===== config.mk =====
export PLATFORM = sky130hd
export DESIGN_NAME = count_display
export DESIGN_NICKNAME = d
export VERILOG_FILES = /design/src/rtl/countdisp_pkg.sv /design/src/rtl/count_display_bcd_conv.sv /design/src/rtl/count_display.sv
export SDC_FILE = /design/constraint.sdc
export NUM_CORES = 1
export LEC_CHECK = 0
export BUFFER_PORTS_ARGS = -buffer_cell sky130_fd_sc_hd__buf_2
export CAP_MARGIN = 15
export CORE_MARGIN = 8
export CORE_UTILIZATION = 45
export DETAILED_ROUTE_END_ITERATION = 7
export GPL_TIMING_DRIVEN = 1
export PLACE_DENSITY = 0.62
export SYNTH_ARGS = -nofsm -noshare
export SYNTH_HDL_FRONTEND = slang
export SYNTH_HIERARCHICAL = 1
export SYNTH_SLANG_ARGS = --single-unit

===== constraint.sdc =====
create_clock -name clk -period 2.3 [get_ports clk]
set_input_delay 0.46 -clock clk [delete_from_list [all_inputs] [get_ports clk]]
set_output_delay 0.46 -clock clk [all_outputs]
set_load 0.02 [all_outputs]

===== src/rtl/countdisp_pkg.sv =====
// Shared types and constants for the count_display block: FSM states,
// active-low 7-segment codes, digit positions and the BCD width.
package countdisp_pkg;

    typedef enum logic [1:0] {
        ST_IDLE    = 2'd0,
        ST_CONVERT = 2'd1,
        ST_UPDATE  = 2'd2
    } cd_state_t;

    localparam logic [6:0] SEG_0     = 7'h40;
    localparam logic [6:0] SEG_1     = 7'h79;
    localparam logic [6:0] SEG_2     = 7'h24;
    localparam logic [6:0] SEG_3     = 7'h30;
    localparam logic [6:0] SEG_4     = 7'h19;
    localparam logic [6:0] SEG_5     = 7'h12;
    localparam logic [6:0] SEG_6     = 7'h02;
    localparam logic [6:0] SEG_7     = 7'h78;
    localparam logic [6:0] SEG_8     = 7'h00;
    localparam logic [6:0] SEG_9     = 7'h10;
    localparam logic [6:0] SEG_BLANK = 7'h7F;
    localparam logic [6:0] SEG_MINUS = 7'h3F;

    localparam int DIG_ONES  = 0;
    localparam int DIG_TENS  = 1;
    localparam int DIG_HUNDS = 2;
    localparam int DIG_SIGN  = 3;

    localparam int BCD_W = 12;

    function automatic logic [6:0] seg_of(input logic [3:0] d);
        case (d)
            4'd0:    seg_of = SEG_0;
            4'd1:    seg_of = SEG_1;
            4'd2:    seg_of = SEG_2;
            4'd3:    seg_of = SEG_3;
            4'd4:    seg_of = SEG_4;
            4'd5:    seg_of = SEG_5;
            4'd6:    seg_of = SEG_6;
            4'd7:    seg_of = SEG_7;
            4'd8:    seg_of = SEG_8;
            4'd9:    seg_of = SEG_9;
            default: seg_of = SEG_BLANK;
        endcase
    endfunction

endpackage


===== src/rtl/count_display_bcd_conv.sv =====
// Iterative 8-bit double-dabble converter: loads on start, then performs
// one add-3/shift step per cycle for 8 cycles.
module bcd_conv
    import countdisp_pkg::*;
(
    input  logic             clk,
    input  logic             rst,
    input  logic             start,
    input  logic [7:0]       bin,
    output logic [BCD_W-1:0] bcd,
    output logic             done_conv
);

    logic [BCD_W+7:0] sr;
    logic [BCD_W+7:0] sr_nxt;
    logic [2:0]       step;
    logic             active;

    always_comb begin
        sr_nxt = sr;
        for (int i = 0; i < 3; i++) begin
            if (sr_nxt[8+4*i +: 4] >= 4'd5)
                sr_nxt[8+4*i +: 4] = sr_nxt[8+4*i +: 4] + 4'd3;
        end
        sr_nxt = {sr_nxt[BCD_W+6:0], 1'b0};
    end

    always_ff @(posedge clk) begin
        if (rst) begin
            sr     <= '0;
            step   <= 3'd0;
            active <= 1'b0;
        end else if (start) begin
            sr     <= {{BCD_W{1'b0}}, bin};
            step   <= 3'd0;
            active <= 1'b1;
        end else if (active) begin
            sr   <= sr_nxt;
            step <= step + 3'd1;
            if (step == 3'd7)
                active <= 1'b0;
        end
    end

    assign bcd = sr[BCD_W+7:8];
    // High during the cycle whose closing edge performs the final shift.
    assign done_conv = active && (step == 3'd7);

endmodule


===== src/rtl/count_display.sv =====
// 4-digit multiplexed 7-segment driver for the counter value plus a stretched
// done LED. Define COUNTDISP_SIGNED_EN to treat count as two's complement.
module count_display
    import countdisp_pkg::*;
#(
    parameter int SCAN_DIV     = 50000,
    parameter int DONE_STRETCH = 5000000
) (
    input  logic       clk,
    input  logic       rst,
    input  logic [7:0] count,
    input  logic       done,
    output logic [6:0] seg,
    output logic [3:0] an,
    output logic       done_led,
    output logic       busy
);

    localparam int SW = $clog2(SCAN_DIV);
    localparam int TW = (DONE_STRETCH > 1) ? $clog2(DONE_STRETCH) : 1;

    cd_state_t         state;
    logic [7:0]        last_val;
    logic              force_conv;
    logic [7:0]        mag;
    logic              start;
    logic [BCD_W-1:0]  bcd;
    logic              done_conv;
    logic [3:0][6:0]   disp;
    logic [SW-1:0]     scan_cnt;
    logic [1:0]        idx;
    logic [TW-1:0]     timer;

`ifdef COUNTDISP_SIGNED_EN
    // 8-bit negate keeps -128 as 128 when read unsigned.
    assign mag = count[7] ? (~count + 8'd1) : count;
`else
    assign mag = count;
`endif

    assign start = (state == ST_IDLE) && (force_conv || (count != last_val));

    bcd_conv u_conv (
        .clk       (clk),
        .rst       (rst),
        .start     (start),
        .bin       (mag),
        .bcd       (bcd),
        .done_conv (done_conv)
    );

    always_ff @(posedge clk) begin
        if (rst) begin
            state      <= ST_IDLE;
            last_val   <= 8'd0;
            force_conv <= 1'b1;
            busy       <= 1'b0;
            disp       <= {4{SEG_BLANK}};
        end else begin
            case (state)
                ST_IDLE: begin
                    if (start) begin
                        last_val   <= count;
                        force_conv <= 1'b0;
                        busy       <= 1'b1;
                        state      <= ST_CONVERT;
                    end
                end
                ST_CONVERT: begin
                    if (done_conv)
                        state <= ST_UPDATE;
                end
                ST_UPDATE: begin
                    disp[DIG_ONES]  <= seg_of(bcd[3:0]);
                    disp[DIG_TENS]  <= (bcd[11:4] == 8'd0) ? SEG_BLANK : seg_of(bcd[7:4]);
                    disp[DIG_HUNDS] <= (bcd[11:8] == 4'd0) ? SEG_BLANK : seg_of(bcd[11:8]);
`ifdef COUNTDISP_SIGNED_EN
                    disp[DIG_SIGN]  <= last_val[7] ? SEG_MINUS : SEG_BLANK;
`else
                    disp[DIG_SIGN]  <= SEG_BLANK;
`endif
                    busy  <= 1'b0;
                    state <= ST_IDLE;
                end
                default: state <= ST_IDLE;
            endcase
        end
    end

    // an/seg follow the index held during this cycle, so digit 0 lights
    // on the first edge after reset release.
    always_ff @(posedge clk) begin
        if (rst) begin
            scan_cnt <= '0;
            idx      <= 2'd0;
            seg      <= SEG_BLANK;
            an       <= 4'hF;
        end else begin
            seg <= disp[idx];
            an  <= ~(4'b0001 << idx);
            if (scan_cnt == SW'(SCAN_DIV - 1)) begin
                scan_cnt <= '0;
                idx      <= idx + 2'd1;
            end else begin
                scan_cnt <= scan_cnt + 1'b1;
            end
        end
    end

    always_ff @(posedge clk) begin
        if (rst) begin
            timer    <= '0;
            done_led <= 1'b0;
        end else if (done) begin
            timer    <= TW'(DONE_STRETCH - 1);
            done_led <= 1'b1;
        end else begin
            done_led <= (timer != '0);
            if (timer != '0)
                timer <= timer - 1'b1;
        end
    end

endmodule


==> flow_metrics.py, run 1 <==
metrics = {
    "detailed_routing": {
        "wirelength_um": 12200,
        "via_per_inst": 5.56,
        "detail-route-antenna-nets": 0,
        "drc": 0,
        "firstDrtPassIters": 5,
        "routedWlPerCell_um": 14.3,
        "drtIter0Drc": 409,
        "vias": 4747,
    },
    "global_route": {
        "use_met1": 0.197,
        "grt-ovfl-total": 0,
        "use_met3": 0.0242,
        "antenna_found_initial": 0,
        "grtUsageMet2": 0.242,
        "grt_usage": 0.151,
        "grt_pass1_wl_um": 20700,
        "grt_max_degree": 28,
        "gr-max-usage-layer": "met2",
        "grt_pass1_vias": 4371,
    },
    "clock_tree": {
        "cts.sinks": 110,
        "cts_max_path_buffers": 2,
        "clk_latency_ps": 350,
        "cts_htree_levels": 3,
        "cts_resized": 0,
        "numCtsBuffers": 9,
        "root_buffer": "clkbuf_16",
        "cts_tree": "done",
        "cts_setup_buffers": 0,
        "path_clk_slew_ps": 70,
        "cts_hold_buf": 0,
    },
    "placement": {
        "port_buffers": 23,
        "placed_cells": 839,
        "place_congestion": 0.836,
        "dp_hpwl_um": 8680,
    },
    "critical_path": {
        "cp.arrival_ps": 2310,
        "worstSetupPathType": "register to register",
        "worstSetupEndpointType": "register",
        "crit_fanout": 8,
        "start_kind": "register",
        "required_ps": 2550,
    },
    "cells_and_area": {
        "final_cells": 854,
        "nNetsFinal": 719,
        "area_growth_pct": 9.28,
        "drive_gt1_frac": 0.129,
        "antenna_cells": 0,
    },
    "timing": {
        "rsz0062_at_grt": "false",
        "worstMarginPinSlew_ps": 683,
        "fin_tns_setup_ps": 0,
        "slew_headroom": 0.538,
        "slew_viol_final": 0,
        "fin_crit_sh": 0.893,
        "max_freq_mhz": 487,
        "finalSetupViolCount": 0,
        "fin_crit_ps": 2050,
        "hold_viol_final": 0,
        "finalClockSkew_ps": 3.64,
    },
    "logic_synthesis": {
        "synth_seq_cells": 110,
        "synth-seq-area-share": 0.381,
        "synth.distinct_cells": 65,
        "synth_flop_cell": "dfxtp_1",
        "synthesis.area_mm2": 0.00577,
        "yosysWarnings": 6,
        "syn-num-nets": 710,
        "synth_edf_count": 0,
        "syn_inst": 669,
        "avgSynthCellArea_um2": 8.63,
        "async_reset_ff_frac": 0,
    },
    "floorplan": {
        "coreArea_mm2": 0.0126,
        "die_w_um": 129,
        "die_y_um": 129,
        "ios": 24,
        "std_cell_rows": 41,
        "start_util": 0.459,
        "dieArea_mm2": 0.0167,
    },
    "power": {
        "vdd_drop_max_mv": 0.348,
        "powerDensity_mw_per_mm2": 621,
        "p_leak_uw": 0.00233,
        "power.switching_uw": 939,
        "power_uw": 3920,
        "power_frac_comb": 0.095,
        "seq_power_share": 0.516,
        "clockPowerShare": 0.389,
        "swShare": 0.240,
        "cellInternalPower_uw": 2980,
    },
    "flow_run": {
        "drv_cap": 0,
    },
    "run_status": {
        "status": "completed",
    },
    "hold_path": {
        "min_path_type": "input pin to register",
    },
}
-- synthesized netlist by cell type (10+ instances only) --
| master | number | area [um2] |
|---|---|---|
| nor3_1 | 13 | 65.1 |
| nand2_1 | 74 | 278 |
| or4_1 | 10 | 75.1 |
| nand2b_1 | 15 | 93.8 |
| mux2i_1 | 17 | 170 |
| mux2_2 | 14 | 158 |
| o211ai_1 | 10 | 75.1 |
| o21ai_0 | 22 | 110 |
| dfxtp_1 | 110 | 2200 |
| nor2_1 | 59 | 221 |
| xor2_1 | 18 | 158 |
| inv_1 | 24 | 90.1 |
| buf_4 | 14 | 105 |
| clkbuf_1 | 25 | 93.8 |
| nand3_1 | 18 | 90.1 |
| ha_1 | 30 | 375 |
| or3_1 | 10 | 62.6 |
| a21oi_1 | 44 | 220 |
-- flip-flops by register name (all words and copies together), names as in the netlist, 2 cells and up --
register and flops:
state 2, disp 21, scan_cnt 16, timer 23, an 4, last_val 8
seg 7, u_conv/step 3, u_conv/sr 20, idx 2
-- layer usage --
| metal | up-vias | part of all wire |
|---|---|---|
| met5 | - | 0 |
| met2 | 81 | 0.46 |
| li1 | 2406 | - |
| met3 | 10 | 0.033 |
| met4 | 0 | 0.014 |
| met1 | 2250 | 0.49 |
-- final timing paths --
path | start | to | slack, ps | cells past startpoint
max reg2reg | timer[0] | timer[1] | 250 | 7
max | timer[0] | timer[1] | 250 | 7
min | count[5] | last_val[5] | 380 | 3
min reg2reg | force_conv | force_conv | 450 | 2
-- layout by cell type, fill, tap and decap left out, types with 8 or more instances in the layout --
| cell | n |
|---|---|
| inv_1 | 24 |
| nand4_1 | 8 |
| a21oi_1 | 44 |
| mux2i_1 | 17 |
| o211ai_1 | 10 |
| mux2_2 | 14 |
| buf_2 | 23 |
| or3_1 | 10 |
| o21ai_0 | 22 |
| dfxtp_1 | 110 |
| nand2b_1 | 15 |
| nand3_1 | 18 |
| buf_4 | 22 |
| nor2_1 | 59 |
| or4_1 | 10 |
| xor2_1 | 18 |
| clkbuf_16 | 9 |
| nor3_1 | 13 |
| nand2_1 | 74 |
| ha_1 | 30 |
| a31oi_1 | 8 |
-- critical path: stages (launching register included) --
cell	delay, ps
dfxtp_1	320
inv_1	100
ha_1	170
nor4b_1	570
and4_1	300
buf_4	160
nand2_1	70
a311oi_1	260
-- logic make-up (layout without fill, tap and decap cells) --
logic type,after synthesis,after routing,share of synthesized area
buf+inv,72,85,0.0596
compound gates,142,142,0.166
xor+xnor,22,22,0.0334
simple gates,262,262,0.238
mux,31,31,0.0568
flops,110,110,0.381
fa+ha+maj,30,30,0.0650
-- metrics by stage --
step	instance area (um2)	hold WS (ps)	setup slack, ps	utilization
finish	6310	379	245	0.502
global route	6310	388	66.8	0.502
CTS	6310	366	248	0.502
detailed placement	6020	448	69.5	0.479
global placement	6020	440	133	0.479
floorplan	5770	423	150	-
-- power by group through the flow --
stage | Clock, uW | Combinational [uW] | Sequential [uW]
5_1_grt | 1650 | 418 | 2030
6_report | 1520 | 371 | 2020
2_1_floorplan | 0 | 285 | 2050
3_3_place_gp | 0 | 364 | 2060
3_5_place_dp | 0 | 368 | 2060
4_1_cts | 1580 | 371 | 2020
-- area by class of cell --
type,count,area [um2]
Inverter,25,93.8
Multi-Input combinational cell,487,3230
Timing Repair Buffer,45,280
Fill cell,1202,6260
Sequential cell,110,2200
Clock inverter,4,47.5
Clock buffer,11,243
Tap cell,172,215
No activity file was read; power rests on OpenSTA's default activity.
==> inputs of run 2 (changes only) <==
- PLACE_DENSITY: 0.62 -> 0.66
- clock period: 2.3 -> 1.79 ns (I/O delays scaled with it)
==> run 2 against run 1 <==
  * The run now ends with negative setup slack left
  * Global-route usage up 1.0 points
  * First-iteration DRC count decreased by 19%
  * Utilization grew 5.4 points
  * Non-clock buffer count rose by 58
  * Routed wire length is 7.8% higher
  * Die area unchanged
  * Sequential power rose by 29%
  * Critical path depth shrank 1
  * Critical endpoint is now timer[18]
  * Largest cell class unchanged
==> flow_metrics.py, run 2 (synthesis results as in run 1) <==
metrics = {
    "critical_path": {
        "worstRegToRegCells": 6,
        "path_delay_family": "simple AND/OR/NAND/NOR gates",
        "cpPeakStageDelay_ps": 420,
        "worstPathCellList": "inv_2, ha_4, or3b_1, or4_1, or4_1, a31oi_1",
        "critPathBufInv": 1,
        "crit-reg2reg-launch": "timer[0]",
        "worstSetupPathType": "register to register",
        "regToRegSetupSlack_ps": -130,
        "crit_fanout": 3,
        "cp_slowest_cell": "or4_1",
        "worstSetupEndpointType": "register",
        "path_common_cell": "or4_1",
        "timing.rr.end": "timer[18]",
        "cp.arrival_ps": 2210,
        "start_kind": "register",
        "startpoint": "timer[0]",
        "worstSetupPathDepth": 6,
        "crit_end": "timer[18]",
        "required_ps": 2080,
    },
    "clock_tree": {
        "cts.sinks": 110,
        "path_clk_slew_ps": 70,
        "numCtsBuffers": 9,
        "cts_max_path_buffers": 2,
        "cts_htree_levels": 3,
        "clk_latency_ps": 360,
        "root_buffer": "clkbuf_16",
        "cts_tree": "done",
    },
    "cells_and_area": {
        "area_growth_pct": 21.0,
        "largest_register": "timer",
        "largest_register_ffs": 23,
        "final_core_util": 0.556,
        "final_area_mm2": 0.00699,
        "drive_gt1_frac": 0.233,
        "nNetsFinal": 778,
        "fillers": 1120,
        "most-common-layout-cells": "dfxtp_1, buf_4, nand2_1",
        "mostFrequentLayoutCell": "dfxtp_1",
        "antenna_cells": 0,
        "reg_top3": "timer: 23 flops, disp: 21 flops, u_conv/sr: 20 flops",
    },
    "detailed_routing": {
        "vias": 5006,
        "wirelength_um": 13200,
        "via_per_inst": 5.48,
        "drc": 0,
        "routedWlPerCell_um": 14.4,
        "drtIter0Drc": 333,
        "firstDrtPassIters": 4,
        "detail-route-antenna-nets": 0,
    },
    "timing": {
        "fin_crit_ps": 1920,
        "slew_headroom": 0.621,
        "finalSetupViolCount": 6,
        "fin_ws_ps": -130,
        "max_freq_mhz": 521,
        "whs_ps": 281,
        "slew_viol_final": 0,
        "rsz0062_at_grt": "true",
        "fin_crit_sh": 1.07,
        "worstMarginPinSlew_ps": 567,
        "hold_viol_final": 0,
        "finalClockSkew_ps": 7.48,
        "fin_tns_setup_ps": -281,
    },
    "power": {
        "p_leak_uw": 0.00268,
        "vdd_drop_max_mv": 0.536,
        "powerDensity_mw_per_mm2": 792,
        "power_uw": 5540,
    },
    "floorplan": {
        "start_util": 0.459,
        "die_w_um": 129,
        "std_cell_rows": 41,
        "coreArea_mm2": 0.0126,
        "dieArea_mm2": 0.0167,
        "die_y_um": 129,
        "ios": 24,
    },
    "hold_path": {
        "min_path_type": "input pin to register",
    },
    "global_route": {
        "grt-ovfl-total": 0,
        "use_met3": 0.0415,
        "grtUsageMet2": 0.273,
        "grt_pass1_wl_um": 22000,
        "gr-max-usage-layer": "met2",
        "grt_usage": 0.161,
        "antenna_found_initial": 0,
        "grt_pass1_vias": 4828,
        "grt_max_degree": 23,
        "use_met1": 0.196,
    },
    "placement": {
        "port_buffers": 23,
        "dpl_cell_area_mm2": 0.00641,
        "dp_hpwl_um": 9630,
        "place_congestion": 0.867,
    },
    "run_status": {
        "status": "finished, violations left",
        "failed_checks": "negative setup slack",
    },
    "flow_run": {
        "drv_cap": 0,
    },
}
[run 2: worst register-to-register path, delay by kind of cell, from the launching register on]
family | cells | cell delay, ps
AND/OR/NAND/NOR | 3 | 1170
adder cells (fa/ha/maj) | 1 | 140
buffers and inverters | 1 | 80
flip-flops | 1 | 320
AO/OA/AOI/OAI | 1 | 140
[run 2: power breakdown]
group          internal (uW)  leakage (uW)  switching (uW)
clock                   1410      0.000166             892
sequential              2520      0.000899            75.8
combinational            299       0.00161             342
total                   4230       0.00268            1310
[run 2: metrics by stage]
stage,cells,setup slack [ps]
floorplan,669,-45.3
global placement,887,-119
detailed placement,887,-167
CTS,909,-119
global route,914,-231
finish,914,-130
[run 2: layout make-up]
class / count / area [um2] / share of cell area
Clock inverter: 5 / 106 / 0.0152
Clock buffer: 11 / 243 / 0.0347
Tap cell: 172 / 215 / 0.0308
Multi-Input combinational cell: 488 / 3390 / 0.485
Timing Repair Buffer: 103 / 734 / 0.105
Inverter: 25 / 93.8 / 0.0134
Sequential cell: 110 / 2210 / 0.316
[run 2: layer usage]
metal  wire length (um)  share of wire  vias to the layer above
met1               6120           0.46                     2373
met3                555          0.042                       14
met5                  0              0                        -
met2               6320           0.48                       96
met4                174          0.013                        0
li1                   -              -                     2523
[run 2: timing repair]
action	in CTS	in global routing
pin swaps	4	10
gates resized for setup	12	23
setup buffers	4	6
setup endpoints to repair	26	45
gates cloned	2	0
hold buffers	0	0
[run 2: worst min-delay path by stage]
stage | from | end | slack (ps) | cells past startpoint
2_1_floorplan | force_conv | force_conv | 420 | 2
3_3_place_gp | force_conv | force_conv | 430 | 2
3_5_place_dp | disp[5] | disp[5] | 450 | 2
4_1_cts | count[2] | last_val[2] | 270 | 3
5_1_grt | count[2] | last_val[2] | 280 | 3
6_report | count[2] | last_val[2] | 280 | 3
